===== src/rtl/rv_pkg.sv =====
// Shared ready/valid definitions used by the pipeline stage and the rv_fifo buffer.
package rv_pkg;

  localparam int RV_WIDTH = 16;

  typedef logic [RV_WIDTH-1:0] rv_data_t;

endpackage : rv_pkg


===== src/rtl/rv_fifo_mem.sv =====
// Register-array storage for rv_fifo: synchronous write, combinational read, no reset.
module rv_fifo_mem
  import rv_pkg::*;
#(
  parameter int WIDTH = RV_WIDTH,
  parameter int DEPTH = 4,
  parameter int AW    = $clog2(DEPTH)
) (
  input  logic             clock,
  input  logic             we,
  input  logic [AW-1:0]    waddr,
  input  logic [WIDTH-1:0] wdata,
  input  logic [AW-1:0]    raddr,
  output logic [WIDTH-1:0] rdata
);

  logic [WIDTH-1:0] mem [DEPTH];

  always_ff @(posedge clock) begin
    if (we) mem[waddr] <= wdata;
  end

  assign rdata = mem[raddr];

endmodule : rv_fifo_mem


===== src/rtl/rv_fifo.sv =====
// Ready/valid elastic buffer on a power-of-two ring with wrap-bit pointers.
// Define RV_FIFO_CHECK_EN to compile in handshake/occupancy protocol assertions.
module rv_fifo
  import rv_pkg::*;
#(
  parameter  int WIDTH = RV_WIDTH,
  parameter  int DEPTH = 4,
  localparam int AW    = $clog2(DEPTH)
) (
  input  logic             clock,
  input  logic             reset,
  input  logic [WIDTH-1:0] us_data,
  input  logic             us_valid,
  output logic             us_ready,
  output logic [WIDTH-1:0] ds_data,
  output logic             ds_valid,
  input  logic             ds_ready,
  output logic [AW:0]      count
);

  logic [AW:0]      wr_ptr;
  logic [AW:0]      rd_ptr;
  logic             empty;
  logic             full;
  logic             push;
  logic             pop;
  logic [WIDTH-1:0] rdata;

  // Both flags come from registered pointers only, so ds_ready never reaches us_ready.
  assign empty    = (wr_ptr == rd_ptr);
  assign full     = (wr_ptr[AW-1:0] == rd_ptr[AW-1:0]) && (wr_ptr[AW] != rd_ptr[AW]);
  assign us_ready = !full;
  assign ds_valid = !empty;
  assign push     = us_valid && us_ready;
  assign pop      = ds_valid && ds_ready;
  assign ds_data  = empty ? '0 : rdata;

  rv_fifo_mem #(
    .WIDTH (WIDTH),
    .DEPTH (DEPTH),
    .AW    (AW)
  ) u_mem (
    .clock (clock),
    .we    (push),
    .waddr (wr_ptr[AW-1:0]),
    .wdata (us_data),
    .raddr (rd_ptr[AW-1:0]),
    .rdata (rdata)
  );

  always_ff @(posedge clock or posedge reset) begin
    if (reset) begin
      wr_ptr <= '0;
      rd_ptr <= '0;
      count  <= '0;
    end else begin
      if (push) wr_ptr <= wr_ptr + 1'b1;
      if (pop)  rd_ptr <= rd_ptr + 1'b1;
      case ({push, pop})
        2'b10:   count <= count + 1'b1;
        2'b01:   count <= count - 1'b1;
        default: count <= count;
      endcase
    end
  end

`ifdef RV_FIFO_CHECK_EN
  localparam logic [AW:0] DEPTH_C = DEPTH[AW:0];

  logic             hold_q;
  logic [WIDTH-1:0] ds_data_q;

  always_ff @(posedge clock) begin
    ds_data_q <= ds_data;
  end

  // hold_q marks a head word that was presented but not taken on the previous edge.
  always_ff @(posedge clock or posedge reset) begin
    if (reset) begin
      hold_q <= 1'b0;
    end else begin
      hold_q <= ds_valid && !ds_ready;
      if (push && !(count < DEPTH_C))
        $error("rv_fifo: push while full at %0t", $time);
      if (pop && !(count > '0))
        $error("rv_fifo: pop while empty at %0t", $time);
      if (count != (wr_ptr - rd_ptr))
        $error("rv_fifo: count disagrees with pointers at %0t", $time);
      if (hold_q && (ds_data != ds_data_q))
        $error("rv_fifo: head word changed while stalled at %0t", $time);
    end
  end
`endif

endmodule : rv_fifo


===== config.mk =====
export PLATFORM = sky130hd
export DESIGN_NAME = rv_fifo
export DESIGN_NICKNAME = d
export VERILOG_FILES = /design/src/rtl/rv_pkg.sv /design/src/rtl/rv_fifo_mem.sv /design/src/rtl/rv_fifo.sv
export SDC_FILE = /design/constraint.sdc
export NUM_CORES = 1
export LEC_CHECK = 0
export CELL_PAD_IN_SITES_DETAIL_PLACEMENT = 1
export CELL_PAD_IN_SITES_GLOBAL_PLACEMENT = 1
export CORE_MARGIN = 2
export CORE_UTILIZATION = 49
export DETAILED_ROUTE_END_ITERATION = 8
export PLACE_DENSITY_LB_ADDON = 0.1
export REMOVE_ABC_BUFFERS = 1
export SLEW_MARGIN = 10
export SYNTH_ARGS = -nofsm -noshare
export SYNTH_HDL_FRONTEND = slang
export SYNTH_SLANG_ARGS = --single-unit

===== constraint.sdc =====
create_clock -name clock -period 3.8 [get_ports clock]
set_clock_uncertainty 0.1 [all_clocks]
set_input_delay 0.95 -clock clock [delete_from_list [all_inputs] [get_ports clock]]
set_output_delay 0.95 -clock clock [all_outputs]
set_load 0.005 [all_outputs]

==> results of run 1 <==
==> critical path, cell delays in order (launching register included) <==
cell             delay [ns]
dfrtp_1                0.55
xor2_2                 0.37
nor3_2                 0.09
buf_4                  0.22
nor2b_1                0.18
clkdlybuf4s50_1        0.52
==> flip-flops by register name, indices dropped and copies added (netlist names) <==
name / count
count: 3
wr_ptr: 3
u_mem.mem: 64
rd_ptr: 3
==> cells in the mapped netlist, types with 2 or more instances <==
library cell / instances / area [µm²]
edfxtp_1: 64 / 1920
mux4_2: 16 / 360
nor2b_1: 16 / 100
dfrtp_1: 9 / 225
inv_1: 9 / 33.8
xnor2_1: 7 / 61.3
ha_1: 6 / 75.1
a21oi_1: 4 / 20.0
xor2_1: 4 / 35.0
and3_1: 3 / 18.8
o31ai_1: 3 / 22.5
a211oi_1: 2 / 15.0
nand2b_1: 2 / 12.5
xor2_2: 2 / 32.5
==> cells by family after synthesis <==
family / after synthesis / share of synthesized area [%]
multiplexers: 17 / 12.1
adder cells (fa/ha/maj): 7 / 3.10
flip-flops: 73 / 70.1
AND/OR/NAND/NOR: 25 / 5.02
XOR/XNOR: 13 / 4.21
AO/OA/AOI/OAI: 12 / 2.98
buffers and inverters: 14 / 2.49
==> cells in the final DEF (no fill, tap or decap), types with 2 or more instances in the layout <==
cell type / netlist / layout
mux4_2: 16 / 16
buf_4: 1 / 8
nor2b_1: 16 / 16
ha_1: 6 / 6
clkbuf_8: 0 / 9
o31ai_1: 3 / 3
edfxtp_1: 64 / 64
nand2b_1: 2 / 2
xor2_2: 2 / 2
and3_1: 3 / 3
a211oi_1: 2 / 2
xor2_1: 4 / 4
xnor2_1: 7 / 7
inv_1: 9 / 9
a21oi_1: 4 / 4
bufinv_16: 0 / 2
clkinv_1: 0 / 4
clkdlybuf4s50_1: 0 / 40
dfrtp_1: 9 / 9
==> path summary, 6_finish.rpt <==
path,cells after the start,end,slack (ns),from
worst max-delay path,5,ds_data[1],0.48,wr_ptr[0]$_DFFE_PP0P_
worst min-delay path,1,count[2]$_DFFE_PP0P_,0.38,count[2]$_DFFE_PP0P_
worst max register to register,8,count[2]$_DFFE_PP0P_,1.38,wr_ptr[0]$_DFFE_PP0P_
worst min register to register,1,count[2]$_DFFE_PP0P_,0.38,count[2]$_DFFE_PP0P_
max in group asynchronous,2,rd_ptr[1]$_DFFE_PP0P_,2.55,reset
min in group asynchronous,2,count[0]$_DFFE_PP0P_,0.78,reset
==> metrics by stage <==
step	worst slack (ns)	std cells	utilization, %	hold WS [ns]
final	0.476	295	63.1	0.380
after global routing	0.351	295	63.1	0.410
after CTS	0.417	295	63.1	0.386
after detailed placement	0.805	279	59.7	0.375
after global placement	0.883	279	59.7	0.358
after floorplan	0.773	156	-	0.365
==> power groups by stage <==
stage	logic (mW)	clock network, mW	registers, mW
after floorplan	0.721	0	1.23
after global placement	1.40	0	1.18
after detailed placement	1.45	0	1.21
after CTS	1.47	0.658	1.19
after global routing	1.56	0.693	1.21
final	1.43	0.640	1.19
==> metal layers <==
layer  global-route usage (%)  vias up
li1                         -      726
met1                     23.8      822
met2                     31.7       30
met3                     4.27        5
met4                     8.49        0
met5                        0        -
==> area by class of cell <==
| type | instances | area share, % |
|---|---|---|
| clock buffers | 9 | 3.27 |
| clock inverters | 7 | 2.22 |
| inverters | 9 | 0.893 |
| multi-input cells | 74 | 22.2 |
| flip-flops and latches | 73 | 56.8 |
| well taps | 75 | 2.48 |
| repair buffers | 48 | 12.2 |
==> results.txt, run 1 <==
Synthesis Warnings - 0
Arrival time worst endpoint - 2.27 ns
Sw Pwr - 1.03 mW
Final ANT Viol Nets - 0
Gr usage total - 19.0%
Final period util - 87.5%
Flops & latches, synth - 73
Grt ovf - 0
Syn Area/Cell - 19.0 µm²
Syn Inst Count - 161
CTS tree - yes
DRC Markers - 0
Initial Util - 51.1%
GP Congestion - 0.824
Met3 wire length - 151 µm
Clock Sinks - 73
H-tree levels - 3
Vias in the first global route - 1833
Post-DP HPWL - 3960 µm
Leakage power - 1.33 nW
Tightest Pin Transition - 0.453 ns
Core area - 0.00599 mm²
Number of flops mapped to enable cells by yosys - 64
Vias per inst - 5.37
WL met1 - 2510 µm
Pins Over Slew Limit - 0
Initial antenna violation count - 0
Synthesized area - 0.00306 mm²
Slew margin rel. - 69.6%
Asr flop ratio synth - 12.3%
Top Layer Used - met4
Startpoint Class - register
Io pins - 41
Power Density - 861 mW/mm²
Worst Setup End Kind - output pin
Post-route minimum period - 3.32 ns
Hold_buf cts - 0
Die Y - 83.1 µm
Placed cell areas - 0.00357 mm²
Max-cap violations - 0
Crit Path Class - register to output pin
Unrepaired setup endpoints after global routing - false
Largest net degree at the start of global routing - 22
First-pass GRT wire length - 9870 µm
Worst VDD drop - 0.504 mV
Required time worst endpoint - 2.75 ns
Comb power frac - 43.9%
Detailed Route WL - 5890 µm
Share of layout cells above drive strength 1 - 18.6%
Total Nets Final - 242
Reg area - 0.00215 mm²
Die Span X - 83.1 µm
Clock-pin slew on the worst setup and hold paths - 0.07 ns
Total number of vias - 1583
Clock buffer depth - 2
TritonCTS Buffers - 9
Die area - 0.00690 mm²
Fill cells - 516
Final hold vios - 0
# setup viols final - 0
Unique masters post-synth - 28
Wire length on met2 - 3150 µm
Root buffer cell - clkbuf_8
Post-Layout Inst Area - 0.00378 mm²
Synth-to-layout area growth - 23.5%
Setup TNS - 0 ns
Clock Power Share - 19.6%
Net Sw Frac - 31.7%
Setup bufs post-CTS - 0
Max FO, Critical Path - 17
Routed WL per cell - 19.9 µm
Register area share after synthesis - 70.1%
# port buffers - 40
Multi-input gate area - 840 µm²
Skew-Pair Late Insertion Delay - 0.33 ns
Ys flop type - edfxtp_1
Worst Hold Class - register to register
# rows - 28
Post-CTS sizing - 0
Pint - 2.23 mW
Initial DRC count - 90
Max Freq - 301 MHz
Reg power frac - 36.5%
Total power - 3.26 mW
Ant diodes - 0
Status - finished clean
Detailed Routing Iterations Pass 1 - 4
Note: power is estimated with default switching activity, not from simulation.
==> inputs of run 2 (changes only) <==
DONT_BUFFER_PORTS = 1   (was default)
==> results.txt, run 2 (synthesis gave the netlist of run 1 again) <==
Status - finished clean (unchanged)
H-tree levels - 3 (unchanged)
Unrepaired setup endpoints after global routing - false (unchanged)
Required time worst endpoint - 2.75 ns (about the same)
DRC Markers - 0 (unchanged)
Leakage power - 1.17 nW (was 1.33 nW)
Core area - 0.00599 mm² (unchanged)
Multi-input gate area - 840 µm² (unchanged)
Initial antenna violation count - 0 (unchanged)
Vias in the first global route - 1648 (was 1833)
Pins Over Slew Limit - 0 (unchanged)
Root buffer cell - clkbuf_8 (unchanged)
Arrival time worst endpoint - 1.99 ns (was 2.27 ns)
Commonest cells after routing, fill and taps aside - 64 x edfxtp_1, 16 x mux4_2, 16 x nor2b_1 (was 64 x edfxtp_1, 40 x clkdlybuf4s50_1, 16 x mux4_2, 16 x nor2b_1)
Max-cap violations - 0 (unchanged)
Total power - 2.94 mW (was 3.26 mW)
Max FO, Critical Path - 9 (was 17)
Crit-path max cell delay - 0.53 ns (was 0.55 ns)
Crit-path leading delay family - simple AND/OR/NAND/NOR gates (was buffers and inverters)
Clock buffer depth - 2 (unchanged)
R2r endpoint - u_mem.mem[0][6]$_DFFE_PP_ (was count[2]$_DFFE_PP0P_)
Critical path depth - 4 (was 5)
Register-to-register setup slack - 1.29 ns (was 1.38 ns)
Grt ovf - 0 (unchanged)
Power Density - 865 mW/mm² (was 861 mW/mm²)
Startpoint Class - register (unchanged)
Worst Setup End Kind - output pin (unchanged)
Post-route minimum period - 3.04 ns (was 3.32 ns)
# setup viols final - 0 (unchanged)
Die area - 0.00690 mm² (unchanged)
Die Span X - 83.1 µm (unchanged)
# port buffers - 0 (was 40)
Max Freq - 329 MHz (was 301 MHz)
Max reg flops - 64 (unchanged)
Hold_buf cts - 0 (unchanged)
Largest net degree at the start of global routing - 22 (unchanged)
# rows - 28 (unchanged)
Slew margin rel. - 38.3% (was 69.6%)
Post-CTS sizing - 0 (unchanged)
Reg area - 0.00215 mm² (unchanged)
Most common cell after layout, fill and taps aside - edfxtp_1 (unchanged)
Detailed Route WL - 5350 µm (was 5890 µm)
R2R cell count - 4 (was 8)
Gr usage total - 17.3% (was 19.0%)
GP Congestion - 0.743 (was 0.824)
Post-DP HPWL - 3480 µm (was 3960 µm)
Ant diodes - 0 (unchanged)
Setup bufs post-CTS - 0 (unchanged)
CP bufs+invs - 1 (was 2)
Skew-Pair Late Insertion Delay - 0.35 ns (was 0.33 ns)
CP cell instances - xor2_2, nor3_2, buf_4, nor2b_1 (was xor2_2, nor3_2, buf_4, nor2b_1, clkdlybuf4s50_1)
Initial DRC count - 49 (was 90)
Tightest Pin Transition - 0.926 ns (was 0.453 ns)
Vias per inst - 5.48 (was 5.37)
Routed WL per cell - 21.3 µm (was 19.9 µm)
Synth-to-layout area growth - 10.8% (was 23.5%)
Detailed Routing Iterations Pass 1 - 4 (unchanged)
Io pins - 41 (unchanged)
Worst Hold Class - primary input to asynchronous set/reset pin (was register to register)
CP max-delay cell - nor3_2 (was dfrtp_1)
Share of layout cells above drive strength 1 - 23.3% (was 18.6%)
Final hold vios - 0 (unchanged)
Most flops, register - u_mem.mem (unchanged)
R2r startpoint - rd_ptr[0]$_DFFE_PP0P_ (was wr_ptr[0]$_DFFE_PP0P_)
CTS tree - yes (unchanged)
TritonCTS Buffers - 9 (unchanged)
Worst VDD drop - 0.463 mV (was 0.504 mV)
Clock Sinks - 73 (unchanged)
Fill cells - 549 (was 516)
Clock-pin slew on the worst setup and hold paths - 0.08 ns (was 0.07 ns)
Final period util - 80.0% (was 87.5%)
Setup TNS - 0 ns (unchanged)
Total number of vias - 1375 (was 1583)
First-pass GRT wire length - 8760 µm (was 9870 µm)
Initial Util - 51.1% (unchanged)
Total Nets Final - 198 (was 242)
Die Y - 83.1 µm (unchanged)
Crit Path Class - register to output pin (unchanged)
Final ANT Viol Nets - 0 (unchanged)
## run 2: changes by cell type in the layout (fill, tap and decap cells not counted), sizes merged
cell / before / now
bufinv: 2 / 3
inv: 10 / 11
clkinvlp: 0 / 1
clkdlybuf4s50: 40 / 0
buf: 8 / 4
clkinv: 4 / 1
## run 2: final cells by class
type | instances | area share (%)
Inverter | 9 | 0.995
Tap cell | 75 | 2.76
Clock inverter | 7 | 3.72
Sequential cell | 73 | 63.3
Clock buffer | 9 | 3.65
Multi-Input combinational cell | 74 | 24.7
Timing Repair Buffer | 4 | 0.885
## run 2: metrics by stage
step	setup slack, ns	hold slack, ns	util, %	area, µm²	cells
3_5_place_dp	1.08	0.415	52.5	3140	235
6_report	0.760	0.360	56.7	3390	251
3_3_place_gp	1.13	0.393	52.5	3140	235
2_1_floorplan	0.773	0.365	-	3020	156
5_1_grt	0.603	0.375	56.7	3390	251
4_1_cts	0.687	0.353	56.7	3390	251
## run 2: worst max-delay path by stage
stage / endpoint / slack [ns] / from
2_1_floorplan: ds_data[0] / 0.77 / rd_ptr[0]$_DFFE_PP0P_
6_report: ds_data[12] / 0.76 / wr_ptr[0]$_DFFE_PP0P_
3_3_place_gp: ds_data[5] / 1.13 / wr_ptr[0]$_DFFE_PP0P_
3_5_place_dp: ds_data[12] / 1.08 / wr_ptr[0]$_DFFE_PP0P_
5_1_grt: ds_data[12] / 0.60 / wr_ptr[0]$_DFFE_PP0P_
4_1_cts: ds_data[12] / 0.69 / wr_ptr[0]$_DFFE_PP0P_
## run 2: report_power, final
| group | switching (mW) | internal (mW) |
|---|---|---|
| registers | 0.0939 | 1.09 |
| clock network | 0.301 | 0.444 |
| logic | 0.584 | 0.429 |
## run 2: routing by layer
metal | share of wire, % | vias up | global-route usage [%]
li1 | - | 636 | -
met1 | 42 | 694 | 20.6
met2 | 51 | 35 | 28.7
met3 | 4.7 | 10 | 5.07
met4 | 2.0 | 0 | 8.49
met5 | 0 | - | 0
